`src/rtl/mult_pkg.sv`:
```
// Shared definitions for the tiled multiplier family: tile width, sequencer states,
// and the per-operand tile count.
package mult_pkg;

    localparam int TILE_W = 4;

    typedef enum logic [1:0] {
        IDLE,
        MUL,
        DONE
    } state_t;

    function automatic int tile_count(input int width);
        return width / TILE_W;
    endfunction

endpackage

```
`src/rtl/mult4_tile.sv`:
```
// Combinational 4x4 unsigned multiplier tile with an 8-bit product.
// Interface is shared with the combinational multipliers so alternative tile netlists can be swapped in.
module mult4_tile (
    input  logic [3:0] a,
    input  logic [3:0] b,
    output logic [7:0] p
);

    assign p = 8'(a) * 8'(b);

endmodule

```
`src/rtl/mult_tiled_seq.sv`:
```
// Sequential WIDTH x WIDTH multiplier: one 4x4 tile reused over (WIDTH/4)^2 cycles,
// sign-magnitude handling for signed operands, valid/ready on both sides.
module mult_tiled_seq
    import mult_pkg::*;
#(
    parameter int WIDTH = 8
) (
    input  logic               clk,
    input  logic               rst_n,
    input  logic               in_valid,
    output logic               in_ready,
    input  logic               in_signed,
    input  logic [WIDTH-1:0]   A,
    input  logic [WIDTH-1:0]   B,
    output logic               out_valid,
    input  logic               out_ready,
    output logic [2*WIDTH-1:0] P,
    output logic               busy
);

    localparam int N  = tile_count(WIDTH);
    localparam int IW = (N > 1) ? $clog2(N) : 1;
    localparam int PW = 2 * WIDTH;
    localparam logic [IW-1:0] LAST = IW'(N - 1);

    if ((WIDTH % TILE_W) != 0 || WIDTH < 8 || WIDTH > 32) begin : g_bad_width
        $error("mult_tiled_seq: WIDTH must be a multiple of 4 in 8..32");
    end

    state_t        state, state_nx;
    logic [WIDTH-1:0] a_mag, b_mag, a_abs, b_abs;
    logic          neg;
    logic [PW-1:0] acc, term, sum, p_reg;
    logic [IW-1:0] i_idx, j_idx;
    logic [3:0]    a_nib, b_nib;
    logic [7:0]    tile_p;
    logic          last_tile, accept, out_valid_q;

    assign accept    = in_valid & in_ready;
    assign last_tile = (i_idx == LAST) && (j_idx == LAST);
    assign a_abs     = (in_signed & A[WIDTH-1]) ? -A : A;
    assign b_abs     = (in_signed & B[WIDTH-1]) ? -B : B;

    assign a_nib = a_mag[i_idx*TILE_W +: TILE_W];
    assign b_nib = b_mag[j_idx*TILE_W +: TILE_W];

    mult4_tile u_tile (
        .a (a_nib),
        .b (b_nib),
        .p (tile_p)
    );

    assign term = PW'(tile_p) << (TILE_W * (int'(i_idx) + int'(j_idx)));
    assign sum  = acc + term;

    always_ff @(posedge clk) begin
        if (!rst_n) begin
            state <= IDLE;
        end else begin
            state <= state_nx;
        end
    end

    always_comb begin
        state_nx = state;
        unique case (state)
            IDLE:    if (accept)    state_nx = MUL;
            MUL:     if (last_tile) state_nx = DONE;
            DONE:    if (out_ready) state_nx = IDLE;
            default:                state_nx = IDLE;
        endcase
    end

    always_comb begin
        in_ready  = rst_n && (state == IDLE);
        busy      = (state == MUL) || (state == DONE);
        out_valid = out_valid_q;
        P         = p_reg;
    end

    // The final term is folded straight into P so the result lands on the last MUL edge.
    always_ff @(posedge clk) begin
        if (!rst_n) begin
            a_mag       <= '0;
            b_mag       <= '0;
            neg         <= 1'b0;
            acc         <= '0;
            i_idx       <= '0;
            j_idx       <= '0;
            p_reg       <= '0;
            out_valid_q <= 1'b0;
        end else begin
            unique case (state)
                IDLE: begin
                    if (accept) begin
                        a_mag <= a_abs;
                        b_mag <= b_abs;
                        neg   <= in_signed & (A[WIDTH-1] ^ B[WIDTH-1]);
                        acc   <= '0;
                        i_idx <= '0;
                        j_idx <= '0;
                    end
                end
                MUL: begin
                    acc <= sum;
                    if (j_idx == LAST) begin
                        j_idx <= '0;
                        i_idx <= i_idx + 1'b1;
                    end else begin
                        j_idx <= j_idx + 1'b1;
                    end
                    if (last_tile) begin
                        p_reg       <= neg ? -sum : sum;
                        out_valid_q <= 1'b1;
                    end
                end
                DONE: begin
                    if (out_ready) out_valid_q <= 1'b0;
                end
                default: ;
            endcase
        end
    end

endmodule

```
`config.mk`:
```
export PLATFORM = sky130hd
export DESIGN_NAME = mult_tiled_seq
export DESIGN_NICKNAME = d
export VERILOG_FILES = /design/src/rtl/mult_pkg.sv /design/src/rtl/mult4_tile.sv /design/src/rtl/mult_tiled_seq.sv
export SDC_FILE = /design/constraint.sdc
export NUM_CORES = 1
export LEC_CHECK = 0
export CORE_MARGIN = 1.5
export CORE_UTILIZATION = 40
export DETAILED_ROUTE_END_ITERATION = 8
export DONT_BUFFER_PORTS = 1
export SYNTH_ARGS = -nofsm -noshare
export SYNTH_HDL_FRONTEND = slang
export SYNTH_SLANG_ARGS = --single-unit
```
`constraint.sdc`:
```
create_clock -name clk -period 16.1 [get_ports clk]
set_clock_uncertainty 0.2 [all_clocks]
set_input_delay 3.22 -clock clk [delete_from_list [all_inputs] [get_ports clk]]
set_output_delay 3.22 -clock clk [all_outputs]
set_load 0.005 [all_outputs]
```
== Word level (Yosys, flattened, before mapping) ==
Cells that the tools add are included.

* Add/subtract/negate cells: 7
* $mul: 1
* Eq/ne operators: 6
* Shifts and indexed selects: 3
* Multiplexer cells: 17
* Bitwise gates (word level): 5
* Reductions and logical operators: 12

{| class="wikitable"
|+ Operator list
! operator !! count
|-
| 16-bit two-way mux || 2
|-
| 16-bit one-hot mux with 2 select lines || 1
|-
| 16-bit adder || 1
|-
| 8-bit two-way mux || 2
|-
| 16-bit negation || 1
|-
| 8-bit negation || 2
|-
| 8-bit by 4-bit indexed part select with 4-bit output || 2
|-
| 8-bit by 4-bit left shift with 16-bit output || 1
|-
| 3-bit AND reduction || 3
|-
| 4-bit by 4-bit multiplier with 8-bit output || 1
|-
| 2-bit inequality test, second input constant || 4
|-
| 2-bit two-way mux || 3
|-
| 1-bit one-hot mux with 2 select lines || 3
|-
| 2-bit one-hot mux with 3 select lines || 1
|-
| 2-bit AND reduction || 3
|-
| 1-bit two-way mux || 5
|-
| 1-bit AND || 4
|-
| 2-bit nonzero test || 2
|-
| 1-bit adder, second input constant || 2
|-
| 1-bit by 1-bit adder with 2-bit output || 1
|-
| 2-bit by 1-bit == test with 1-bit output, second input constant || 1
|-
| 2-bit == test, second input constant || 1
|-
| 1-bit logical AND || 2
|-
| 2-bit zero test || 1
|-
| 2 further kinds || 2
|}

* Register bits after elaboration: 54
* Bits of input ports: 21
* Logic and storage cells: 60

== Logic depth before layout (Yosys ltp) ==
* Depth in word-level cells: 6
* Gate-level depth with buffers: 22

== Hierarchy ==
Synthesis repeated with hierarchy kept, for this count alone.

* Cells, all modules: 505
* Area, all modules: 4122.7 um^2

{| class="wikitable"
|+ Modules (own cells, without submodules)
! module !! instances !! cells each !! area an instance (um^2)
|-
| mult_tiled_seq || 1 || 454 || 3674.8
|-
| mult4_tile || 1 || 51 || 447.9
|}

== Least setup slack after synthesis ==
Ideal clock, no wire load.

* Path type: input-to-output
* Start point: input rst_n
* End point: output in_ready
* Arrival time: 4.211 ns
* Data required time: 12.680 ns
* Setup slack: 8.469 ns
* Cell stages on the path: 4
* Buffers on the path: 2
* Path through: clkdlybuf4s50_1 inv_1 clkbuf_1 nor2_1

* Longest elaborated chain between the ends: 1

{| class="wikitable"
|+ Ends and longest elaborated chain
! element !! RTL line !! text
|-
| from (decl) || mult_tiled_seq.sv:9 || <nowiki>input logic rst_n,</nowiki>
|-
| 1-bit logical AND || mult_tiled_seq.sv:75 || <nowiki>in_ready = rst_n && (state == IDLE);</nowiki>
|-
| to (decl) || mult_tiled_seq.sv:11 || <nowiki>output logic in_ready,</nowiki>
|}

Every way passes these cells.

== Final worst setup path ==
Same ends and word-level chain as after synthesis.

==> reports/qor.txt <==
Cells on worst reg2reg path = 21
Post-synth EDFFs = 0
Crit-path max FO = 33
Via-to-Cell Ratio = 5.605
Critical path's slowest cell = inv_1
N_diodes = 0
Area after DPL = 4195 um2
Crit path time final = 7.554 ns
First-pass GRT wire length = 16140 um
Ratio of cells with drive above 1 in the final layout = 6.225%
Gpl congestion = 0.9156
CTS HTree Levels = 2
Clock Sinks = 54
Clk pin slew, worst setup/hold paths = 0.09 ns
DIE AREA = 10970 um2
CTS Buffer Depth = 2
Post-synth top flop = dfxtp_1
Top-area cell type share of the netlist area = 26.11%
Vias in the first global route = 3471
Min-delay worst type = flip-flop to flip-flop
Nets@finish = 558
Final Hold Fails = 0
Syn Std Cell Area = 4140 um2
CTS resizes = 0
Gr usage total = 17.84%
Crit Path Class = primary input to output port
Drt pass-1 iters = 4
DIE HEIGHT = 104.7 um
Synth area leaders = dfxtp_1 (26%), ha_1 (11%), nor2_1 (6.3%)
VDD IR max = 0.05628 mV
Setup Buffers After CTS = 0
Tot Pwr = 326.5 uW
Largest net degree at the start of global routing = 36
Total of max-cap violations = 0
HPWL Detailed = 7693 um
WP data required = 12.68 ns
CP endpoint kind = output port
CTS tree = built
Seq/Total Area, Yosys = 26.11%
Worst-Skew Late Latency = 0.30 ns
Fin area = 4338 um2
Worst Max-Slew Pin Slew = 1.036 ns
Residual DRC count = 0
FF-to-FF End = P[15]
Worst Setup SP = rst_n
Tcrit/Tclk final = 46.92%
Status = finished clean
Worst EP arrival = 4.13 ns
Setup slack, reg-to-reg = 9.52 ns
Clock buffer count from CTS = 5
Syn Inst Count = 510
Area Growth Syn to Fin = 4.775%
Setup TNS = 0 ns
Final Max Slew Viols = 0
Routed WL = 9793 um
Avg Cell Area, Syn = 8.118 um2
Rows = 36
Crit path depth = 2
CP peak stage delay = 0.71 ns
# hold bufs at CTS = 0
CP bufs+invs = 1
FFs w/ async S/R, synth = 0%
Antenna-violating nets left = 0
Drt wl/cell = 15.52 um
F_max = 132.4 MHz
Final setup violation count = 0
CP Launch Type = primary input
Rel. slew slack = 30.76%
Distinct cells, synth = 67
Starting Density = 41.78%
Worst-path cell chain = inv_1 -> nor2_1
Routed vias = 3537
IO Pins = 40
# port buffers = 0
Clk root buf = clkbuf_8
Power density cells = 75.27 nW/um2
Core area = 9910 um2
Grt total ovfl = 0
Syn nets = 571
Critical R2R Launch = j_idx
RSZ-0062 raised after global routing = no
Hold depth = 2
Die X = 104.7 um
Crit path max-delay family = buffers and inverters
Antenna violations before repair = 0
Area leader, netlist = dfxtp_1
Pleak = 0.001770 uW
1st-iter DRT viols = 195
Yosys reg bits = 54
Number of synthesis warnings = 0
Crit path to = in_ready
==> layout by cell type, fill, tap and decap left out, types with 4 or more instances in the layout <==
cell type  instances
dfxtp_1           54
o31ai_1            6
a21o_1             5
nand2_1           27
a21oi_1           24
o21ai_0           35
inv_1             30
fa_1               5
clkbuf_8           6
a22oi_1           17
or3_1              5
xor2_1            12
nand3_1           29
or2_2              7
o22ai_1            4
o211a_1            4
and2_1             4
xnor2_1           26
nor3_1            10
nor2_1            69
mux2i_1           14
a211oi_1          11
ha_1              35
==> cell usage after synthesis, types with 2 or more instances <==
master     count
clkbuf_4       2
xor2_1        12
a22oi_1       17
or2_2          7
xnor2_1       26
a31o_2         2
dfxtp_1       54
inv_1         30
a211oi_1      11
o21ai_0       35
mux2_2         2
o22ai_1        4
a211o_1        2
nand2b_1       3
nand4_1        2
o221ai_1       2
a21boi_0       3
ha_1          35
nand2_1       27
and2_1         4
mux2i_1       14
a2111oi_0      2
clkbuf_1      14
fa_1           5
or3_1          5
nor3_1        10
o31ai_1        6
a31oi_1        2
a21o_1         5
o21a_1         2
nor2_1        69
nand3_1       29
o211a_1        4
nor2b_1        3
a21oi_1       24
a2bb2oi_1      2
o211ai_1       3
and3_1         2
==> layout make-up <==
cell class	instances	area, um2
Inverter	30	112.6
Clock buffer	6	82.58
Fill cell	1024	5572
Clock inverter	2	60.06
Multi-Input combinational cell	405	2828
Timing Repair Buffer	1	7.507
Sequential cell	54	1081
Tap cell	133	166.4
==> power breakdown <==
group | switching, uW | internal [uW] | total (uW)
registers | 4.81 | 139 | 144
clock network | 42.9 | 66.3 | 109
logic | 45.7 | 27.4 | 73.1
total | 93.4 | 233 | 327
==> cells by family after synthesis <==
family | after synthesis | share of synthesized area, %
multiplexers | 16 | 3.929
AND/OR/NAND/NOR | 168 | 18.80
adder cells (fa/ha/maj) | 40 | 12.99
buffers and inverters | 51 | 5.591
XOR/XNOR | 38 | 8.039
flip-flops | 54 | 26.11
AO/OA/AOI/OAI | 143 | 24.54
==> routing by layer <==
layer  vias up  share of wire [%]  global-route usage, %
met1      1671                 46                  21.97
li1       1800                  -                      -
met2        53                 49                  31.19
met3        13                2.7                  2.932
met5         -                  0                      0
met4         0                2.1                  6.360
==> per-stage QoR <==
stage,setup slack (ns),hold slack [ns],utilization (%),instances
final,8.546,0.2786,43.78,631
after global routing,8.438,0.2974,43.78,631
after CTS,8.537,0.2785,43.78,631
after detailed placement,8.541,0.2631,42.34,623
after global placement,8.559,0.2552,42.34,623
after floorplan,8.469,0.2432,-,510
==> registers in the layout (all words and copies together), names as in the netlist <==
register	flops
out_valid	1
i_idx	1
j_idx	1
a_mag	8
neg	1
acc	16
P	16
state	2
b_mag	8
==> how the worst min path moves through the flow <==
| stage | from | end | slack, ns |
|---|---|---|---|
| floorplan | a_mag[0] | a_mag[0] | 0.24 |
| global placement | a_mag[5] | a_mag[5] | 0.26 |
| detailed placement | a_mag[2] | a_mag[2] | 0.26 |
| CTS | a_mag[2] | a_mag[2] | 0.28 |
| global route | a_mag[5] | a_mag[5] | 0.30 |
| finish | a_mag[2] | a_mag[2] | 0.28 |
(Power assumes the default switching activity.)
